<file path="src/rtl/sseg_scan_controller_if.sv">
// rtl/sseg_scan_controller_if.sv - display buffer load channel (value, decimal points, load/ack handshake)
//
// value_in  [15:0] four hex nibbles, nibble k is digit k (digit 0 rightmost)
// dp_in     [3:0]  decimal-point request per digit, 1 = lit
// load             capture request, held by the master until load_ack
// load_ack         one-cycle pulse from the slave confirming capture
interface sseg_scan_controller_if;
    logic [15:0] value_in;
    logic [3:0]  dp_in;
    logic        load;
    logic        load_ack;

    modport master (
        output value_in,
        output dp_in,
        output load,
        input  load_ack
    );

    modport slave (
        input  value_in,
        input  dp_in,
        input  load,
        output load_ack
    );
endinterface

</file>
<file path="src/rtl/sseg_scan_controller.sv">
// rtl/sseg_scan_controller.sv - four-digit multiplexed seven-segment scan controller
//
// clk       single clock, rising edge
// reset     synchronous, active-high
// ld        load channel (slave): value_in/dp_in/load in, load_ack out
// digit_en  per-digit enable, 0 keeps the digit dark
// lz_blank  leading-zero suppression enable
// select    index of the digit currently scanned
// anode     active-low digit strobes
// seg       active-low segments {g,f,e,d,c,b,a}
// dp        active-low decimal point
module sseg_scan_controller #(
    parameter int REFRESH_DIV  = 100000,
    parameter int BLANK_CYCLES = 1000
) (
    input  logic                        clk,
    input  logic                        reset,
    sseg_scan_controller_if.slave       ld,
    input  logic [3:0]                  digit_en,
    input  logic                        lz_blank,
    output logic [1:0]                  select,
    output logic [3:0]                  anode,
    output logic [6:0]                  seg,
    output logic                        dp
);

    localparam int MAXC = (REFRESH_DIV > BLANK_CYCLES) ? REFRESH_DIV : BLANK_CYCLES;
    localparam int CW   = (MAXC > 1) ? $clog2(MAXC) : 1;
    localparam logic [CW-1:0] DRV_LAST = CW'(REFRESH_DIV - 1);
    localparam logic [CW-1:0] BLK_LAST = CW'((BLANK_CYCLES > 0) ? (BLANK_CYCLES - 1) : 0);

    typedef enum logic {
        ST_BLANK = 1'b0,
        ST_DRIVE = 1'b1
    } state_t;

    state_t        state, state_nx;
    logic [CW-1:0] cnt, cnt_nx;
    logic [1:0]    idx, idx_nx;
    logic          frame_end;

    logic [15:0]   buf_val;
    logic [3:0]    buf_dp;
    logic          ack_q;
    logic [3:0]    en_q;
    logic          lz_q;

    logic [3:0]    nib;
    logic [3:0]    sup;
    logic [6:0]    hex_seg;
    logic          dark;

    // Slot sequencing. frame_end marks the edge that leaves DRIVE of digit 3,
    // the only point where the display buffer may change.
    always_comb begin
        state_nx  = state;
        cnt_nx    = cnt + CW'(1);
        idx_nx    = idx;
        frame_end = 1'b0;
        case (state)
            ST_BLANK: begin
                // With no blank time this state is only seen straight out of reset.
                if (BLANK_CYCLES == 0 || cnt == BLK_LAST) begin
                    state_nx = ST_DRIVE;
                    cnt_nx   = '0;
                end
            end
            ST_DRIVE: begin
                if (cnt == DRV_LAST) begin
                    cnt_nx    = '0;
                    idx_nx    = idx + 2'd1;
                    state_nx  = (BLANK_CYCLES == 0) ? ST_DRIVE : ST_BLANK;
                    frame_end = (idx == 2'd3);
                end
            end
            default: begin
                state_nx = ST_BLANK;
                cnt_nx   = '0;
            end
        endcase
    end

    // digit_en and lz_blank are registered every cycle so that no input
    // reaches an output combinationally.
    always_ff @(posedge clk) begin
        if (reset) begin
            state   <= ST_BLANK;
            cnt     <= '0;
            idx     <= 2'd0;
            buf_val <= 16'h0000;
            buf_dp  <= 4'h0;
            ack_q   <= 1'b0;
            en_q    <= 4'h0;
            lz_q    <= 1'b0;
        end else begin
            state <= state_nx;
            cnt   <= cnt_nx;
            idx   <= idx_nx;
            en_q  <= digit_en;
            lz_q  <= lz_blank;
            ack_q <= frame_end && ld.load;
            if (frame_end && ld.load) begin
                buf_val <= ld.value_in;
                buf_dp  <= ld.dp_in;
            end
        end
    end

    assign ld.load_ack = ack_q;

    // A digit is suppressed when it and every digit to its left carry a zero
    // nibble and no decimal point; digit 0 always shows.
    always_comb begin
        sup    = 4'b0000;
        sup[3] = (buf_val[15:12] == 4'h0) && !buf_dp[3];
        sup[2] = sup[3] && (buf_val[11:8] == 4'h0) && !buf_dp[2];
        sup[1] = sup[2] && (buf_val[7:4]  == 4'h0) && !buf_dp[1];
    end

    always_comb begin
        nib = 4'h0;
        case (idx)
            2'd0: nib = buf_val[3:0];
            2'd1: nib = buf_val[7:4];
            2'd2: nib = buf_val[11:8];
            2'd3: nib = buf_val[15:12];
            default: nib = 4'h0;
        endcase
    end

    always_comb begin
        hex_seg = 7'b1111111;
        case (nib)
            4'h0: hex_seg = 7'b1000000;
            4'h1: hex_seg = 7'b1111001;
            4'h2: hex_seg = 7'b0100100;
            4'h3: hex_seg = 7'b0110000;
            4'h4: hex_seg = 7'b0011001;
            4'h5: hex_seg = 7'b0010010;
            4'h6: hex_seg = 7'b0000010;
            4'h7: hex_seg = 7'b1111000;
            4'h8: hex_seg = 7'b0000000;
            4'h9: hex_seg = 7'b0010000;
            4'hA: hex_seg = 7'b0001000;
            4'hB: hex_seg = 7'b0000011;
            4'hC: hex_seg = 7'b1000110;
            4'hD: hex_seg = 7'b0100001;
            4'hE: hex_seg = 7'b0000110;
            4'hF: hex_seg = 7'b0001110;
            default: hex_seg = 7'b1111111;
        endcase
    end

    always_comb begin
        dark   = (state == ST_BLANK) || !en_q[idx] || (lz_q && sup[idx]);
        select = idx;
        anode  = dark ? 4'b1111 : ~(4'b0001 << idx);
        seg    = dark ? 7'b1111111 : hex_seg;
        dp     = dark ? 1'b1 : ~buf_dp[idx];
    end

endmodule

</file>
<file path="src/flat_wrapper.sv">
// flat-port wrapper written by rule: the top's interface ports become plain ports
module sseg_scan_controller_flat 
#(
    parameter int REFRESH_DIV  = 100000,
    parameter int BLANK_CYCLES = 1000
)
  (clk, reset, digit_en, lz_blank, select, anode, seg, dp, ld_value_in, ld_dp_in, ld_load, ld_load_ack);
  sseg_scan_controller_if ld_i ();
  input  logic clk;
  input  logic reset;
  input  logic [3:0] digit_en;
  input  logic lz_blank;
  output logic [1:0] select;
  output logic [3:0] anode;
  output logic [6:0] seg;
  output logic dp;
  input wire logic [$bits(ld_i.value_in)-1:0] ld_value_in;
  input wire logic [$bits(ld_i.dp_in)-1:0] ld_dp_in;
  input wire logic [$bits(ld_i.load)-1:0] ld_load;
  output wire logic [$bits(ld_i.load_ack)-1:0] ld_load_ack;
  assign ld_i.value_in = ld_value_in;
  assign ld_i.dp_in = ld_dp_in;
  assign ld_i.load = ld_load;
  assign ld_load_ack = ld_i.load_ack;
  sseg_scan_controller #(.REFRESH_DIV(REFRESH_DIV), .BLANK_CYCLES(BLANK_CYCLES)) u_core (.clk(clk), .reset(reset), .ld(ld_i), .digit_en(digit_en), .lz_blank(lz_blank), .select(select), .anode(anode), .seg(seg), .dp(dp));
endmodule
</file>
<file path="config.mk">
export PLATFORM = sky130hd
export DESIGN_NAME = sseg_scan_controller_flat
export DESIGN_NICKNAME = d
export VERILOG_FILES = /design/src/rtl/sseg_scan_controller_if.sv /design/src/rtl/sseg_scan_controller.sv /design/src/flat_wrapper.sv
export SDC_FILE = /design/constraint.sdc
export NUM_CORES = 1
export LEC_CHECK = 0
export CAP_MARGIN = 30
export CORE_ASPECT_RATIO = 1.25
export CORE_MARGIN = 1.5
export CORE_UTILIZATION = 50
export CTS_BUF_LIST = sky130_fd_sc_hd__clkbuf_4
export DETAILED_ROUTE_END_ITERATION = 10
export GPL_ROUTABILITY_DRIVEN = 0
export PLACE_DENSITY = 0.77
export SYNTH_ARGS = -nofsm -noshare
export SYNTH_HDL_FRONTEND = slang
export SYNTH_SLANG_ARGS = --single-unit
</file>
<file path="constraint.sdc">
create_clock -name clk -period 6.6 [get_ports clk]
set_clock_uncertainty 0.05 [all_clocks]
set_input_delay 0.66 -clock clk [delete_from_list [all_inputs] [get_ports clk]]
set_output_delay 0.66 -clock clk [all_outputs]
set_load 0.03 [all_outputs]
</file>
==> impl_metrics.sql <==
INSERT INTO impl_metrics (metric_group, metric, value, unit) VALUES
('placement', 'place_worst_setup_slack', '2917', 'ps'),
('sta', 'totalNegativeSetupSlack', '0', 'ps'),
('job', 'cap_viol_max_count', '0', ''),
('sta', 'unrepaired_setup_endpoints_after_global_routing', 'no', ''),
('floorplan', 'die_area', '0.005054', 'mm²'),
('sta', 'timing.final.setup_violations', '0', ''),
('power', 'pwr-share-comb', '5.7', '%'),
('finish', 'area_delta_synth_final', '23.97', '%'),
('routing', 'routed_wl_per_cell', '13.57', 'µm'),
('placement', 'port_buffers', '42', ''),
('worst_setup_path', 'worst-endpoint-arrival', '3370', 'ps'),
('power', 'swShare', '20.00', '%'),
('logic_synthesis', 'post_synth_inst_count', '258', ''),
('worst_setup_path', 'worstPathCellList', 'inv_1, ha_1, a22oi_1, nand2_1, mux2_2, inv_1, ha_1, nand2_1, and3_1, o21ai_0, clkdlybuf4s50_1', ''),
('sta', 'highest_clock_rate', '0.2452', 'GHz'),
('finish', 'num_antenna_cells', '0', ''),
('clocking', 'cts_inserted_buffers', '5', ''),
('floorplan', 'die_width', '63.89', 'µm'),
('routing', 'initialDrtViolationCount', '111', ''),
('sta', 'slew_headroom', '35.26', '%'),
('logic_synthesis', 'ys_async_sr_fraction', '0', '%'),
('worst_setup_path', 'critical_path_required', '5890', 'ps'),
('worst_setup_path', 'timing.reg2reg.worst_path_depth', '5', ''),
('floorplan', 'die_height', '79.11', 'µm'),
('sta', 'final_critical_path_setup_slack', '2521', 'ps'),
('worst_setup_path', 'critPathLaunchType', 'flop', ''),
('min_path', 'holdPathEnd', 'u_core.cnt[0]$_SDFF_PP0_', ''),
('worst_setup_path', 'worst-r2r-setup-slack', '4540', 'ps'),
('clocking', 'clock_insertion_delay_worst_skew', '350', 'ps'),
('logic_synthesis', 'yosysSeqAreaShare', '39.74', '%'),
('min_path', 'min_from', 'u_core.cnt[0]$_SDFF_PP0_', ''),
('grt', 'global_route.usage.met1', '22.31', '%'),
('finish', 'nets_final', '340', ''),
('status', 'run_status', 'finished, final reports clean', ''),
('power', 'seq_power_share', '58.9', '%'),
('grt', 'met2_usage', '40.31', '%'),
('routing', 'remaining_drc_errors', '0', ''),
('grt', 'grt_remaining_overflow', '0', ''),
('floorplan', 'io_pins', '43', ''),
('power', 'power', '479.6', 'µW'),
('sta', 'hold-worst-slack', '407.6', 'ps'),
('worst_setup_path', 'critical_path_peak_fanout', '8', ''),
('placement', 'dp.final_hpwl', '3750', 'µm'),
('grt', 'gr-usage-all-layers', '20.99', '%'),
('power', 'power.density_cell_area', '166.9', 'mW/mm²'),
('floorplan', 'core_region_area', '0.004425', 'mm²'),
('power', 'internal-power', '383.7', 'µW'),
('worst_setup_path', 'crit-reg2reg-capture', 'u_core.cnt[2]$_SDFF_PP0_', ''),
('min_path', 'worstHoldPathType', 'reg -> reg', ''),
('sta', 'worst_pin_slew', '966.6', 'ps'),
('clocking', 'cts.path.max_buffers', '2', ''),
('grt', 'initial_antenna_violation_count', '0', ''),
('logic_synthesis', 'netlist_area', '0.002317', 'mm²'),
('routing', 'routed_via_density', '5.262', ''),
('clocking', 'cts_htree_levels', '2', ''),
('power', 'share_of_power_burned_in_the_clock_network', '35.4', '%'),
('sta', 'final_min_period_over_clock_period', '61.80', '%'),
('grt', 'top_usage_layer', 'met2', ''),
('worst_setup_path', 'crit_buf_inv', '3', ''),
('routing', 'route.antenna.remaining_nets', '0', ''),
('clocking', 'tritoncts', 'built', ''),
('logic_synthesis', 'synth-edff-count', '0', ''),
('logic_synthesis', 'yosys_warnings', '0', ''),
('worst_setup_path', 'timing.critical_path.slowest_stage_cell', 'sky130_fd_sc_hd__clkdlybuf4s50_1', ''),
('worst_setup_path', 'worstSetupEndpointType', 'output pin', ''),
('floorplan', 'placement_rows', '27', ''),
('grt', 'grt_pass1_wl', '8411', 'µm'),
('power', 'power.static_leakage', '1.203', 'nW'),
('clocking', 'clk_pin_slew', '120', 'ps'),
('worst_setup_path', 'cpPeakStageDelay', '680', 'ps'),
('power', 'irDropWorstVdd', '0.0001434', 'V');
-- through the flow --
| stage | std cells | instance area (µm²) |
|---|---|---|
| CTS | 359 | 2873 |
| finish | 359 | 2873 |
| global route | 359 | 2873 |
| floorplan | 258 | 2317 |
| global placement | 350 | 2763 |
| detailed placement | 351 | 2790 |
-- cell families (layout without fill, tap and decap cells) --
group / after synthesis / count (layout) / synth area share, %
flip-flops: 46 / 46 / 39.74
XOR/XNOR: 16 / 16 / 6.048
AND/OR/NAND/NOR: 113 / 113 / 22.89
adder cells (fa/ha/maj): 12 / 12 / 6.479
buffers and inverters: 19 / 62 / 3.996
AO/OA/AOI/OAI: 22 / 22 / 6.696
multiplexers: 30 / 30 / 14.15
-- synthesized netlist by cell type (2+ instances only) --
cell type / instances / share of area [%]
sky130_fd_sc_hd__clkbuf_1: 3 / 0.49
sky130_fd_sc_hd__o211ai_1: 2 / 0.65
sky130_fd_sc_hd__nor2_1: 49 / 7.9
sky130_fd_sc_hd__mux2i_1: 26 / 11
sky130_fd_sc_hd__nor4_1: 4 / 1.1
sky130_fd_sc_hd__nor2b_1: 6 / 1.6
sky130_fd_sc_hd__o21ai_0: 3 / 0.65
sky130_fd_sc_hd__and3_1: 2 / 0.54
sky130_fd_sc_hd__nand3_1: 8 / 1.7
sky130_fd_sc_hd__a222oi_1: 2 / 0.86
sky130_fd_sc_hd__nor2_2: 3 / 0.81
sky130_fd_sc_hd__inv_1: 10 / 1.6
sky130_fd_sc_hd__buf_2: 2 / 0.43
sky130_fd_sc_hd__nor4b_1: 2 / 0.76
sky130_fd_sc_hd__ha_1: 12 / 6.5
sky130_fd_sc_hd__xor2_1: 8 / 3.0
sky130_fd_sc_hd__buf_4: 3 / 0.97
sky130_fd_sc_hd__a22oi_1: 3 / 0.97
sky130_fd_sc_hd__dfxtp_1: 46 / 40
sky130_fd_sc_hd__mux2_2: 2 / 0.97
sky130_fd_sc_hd__nand4_1: 5 / 1.3
sky130_fd_sc_hd__xnor2_1: 8 / 3.0
sky130_fd_sc_hd__a21oi_1: 5 / 1.1
sky130_fd_sc_hd__nor3_1: 3 / 0.65
sky130_fd_sc_hd__nand2_1: 25 / 4.0
sky130_fd_sc_hd__o221ai_1: 3 / 1.1
sky130_fd_sc_hd__mux4_2: 2 / 1.9
-- sequential cells by signal (all words and copies together) (netlist names) --
signal and flops:
u_core.ld.load_ack 1, u_core.en_q 4, u_core.cnt 17, u_core.state 1, u_core.lz_q 1, u_core.select 2
u_core.buf_dp 4, u_core.buf_val 16
-- layer usage --
| metal | vias up | share of wire [%] |
|---|---|---|
| li1 | 973 | - |
| met5 | - | 0 |
| met2 | 39 | 54 |
| met4 | 0 | 1.5 |
| met3 | 8 | 3.0 |
| met1 | 869 | 42 |
-- worst register-to-register path, stage by stage (launching register included) --
cell                      delay [ps]
sky130_fd_sc_hd__dfxtp_1         370
sky130_fd_sc_hd__nor4_1          380
sky130_fd_sc_hd__nand3_1         130
sky130_fd_sc_hd__nor3_1          290
sky130_fd_sc_hd__a311o_1         600
sky130_fd_sc_hd__nor2_1          120
-- layout by cell type (no fill, tap or decap), types with 2 or more instances in the layout --
master | Yosys | final
sky130_fd_sc_hd__a21oi_1 | 5 | 5
sky130_fd_sc_hd__a222oi_1 | 2 | 2
sky130_fd_sc_hd__a22oi_1 | 3 | 3
sky130_fd_sc_hd__and3_1 | 2 | 2
sky130_fd_sc_hd__clkbuf_4 | 0 | 6
sky130_fd_sc_hd__clkdlybuf4s50_1 | 0 | 42
sky130_fd_sc_hd__dfxtp_1 | 46 | 46
sky130_fd_sc_hd__ha_1 | 12 | 12
sky130_fd_sc_hd__inv_1 | 10 | 10
sky130_fd_sc_hd__mux2_2 | 2 | 2
sky130_fd_sc_hd__mux2i_1 | 26 | 26
sky130_fd_sc_hd__mux4_2 | 2 | 2
sky130_fd_sc_hd__nand2_1 | 25 | 25
sky130_fd_sc_hd__nand3_1 | 8 | 8
sky130_fd_sc_hd__nand4_1 | 5 | 5
sky130_fd_sc_hd__nor2_1 | 49 | 49
sky130_fd_sc_hd__nor2_2 | 3 | 3
sky130_fd_sc_hd__nor2b_1 | 6 | 6
sky130_fd_sc_hd__nor3_1 | 3 | 3
sky130_fd_sc_hd__nor4_1 | 4 | 4
sky130_fd_sc_hd__nor4b_1 | 2 | 2
sky130_fd_sc_hd__o211ai_1 | 2 | 2
sky130_fd_sc_hd__o21ai_0 | 3 | 3
sky130_fd_sc_hd__o221ai_1 | 3 | 3
sky130_fd_sc_hd__xnor2_1 | 8 | 8
sky130_fd_sc_hd__xor2_1 | 8 | 8
-- final cells by class --
cell class / count / area, µm²
fillers: 369 / 1553
multi-input cells: 193 / 1304
flip-flops and latches: 46 / 920.9
repair buffers: 44 / 455.4
well taps: 58 / 72.57
clock buffers: 6 / 45.04
clock inverters: 2 / 37.54
inverters: 10 / 37.54
-- power groups by stage --
stage / clock network [mW] / logic [mW] / registers, mW
6_report: 0.170 / 0.0276 / 0.282
5_1_grt: 0.188 / 0.0296 / 0.283
4_1_cts: 0.177 / 0.0279 / 0.283
3_5_place_dp: 0 / 0.0276 / 0.289
3_3_place_gp: 0 / 0.0256 / 0.289
2_1_floorplan: 0 / 0.00922 / 0.288
-- how the worst max path moves through the flow --
stage                                             start      to  slack, ps  depth (start not counted)
after floorplan           u_core.select[0]$_SDFFE_PP0P_  seg[3]       3040                         10
after global placement    u_core.select[0]$_SDFFE_PP0P_  seg[3]       3010                          9
after detailed placement  u_core.select[0]$_SDFFE_PP0P_  seg[3]       2920                          9
after CTS                 u_core.select[0]$_SDFFE_PP0P_  seg[3]       2510                          9
after global routing      u_core.select[0]$_SDFFE_PP0P_  seg[3]       2300                         10
final                     u_core.select[0]$_SDFFE_PP0P_  seg[3]       2520                         11
Note: power is estimated with default switching activity, not from simulation.
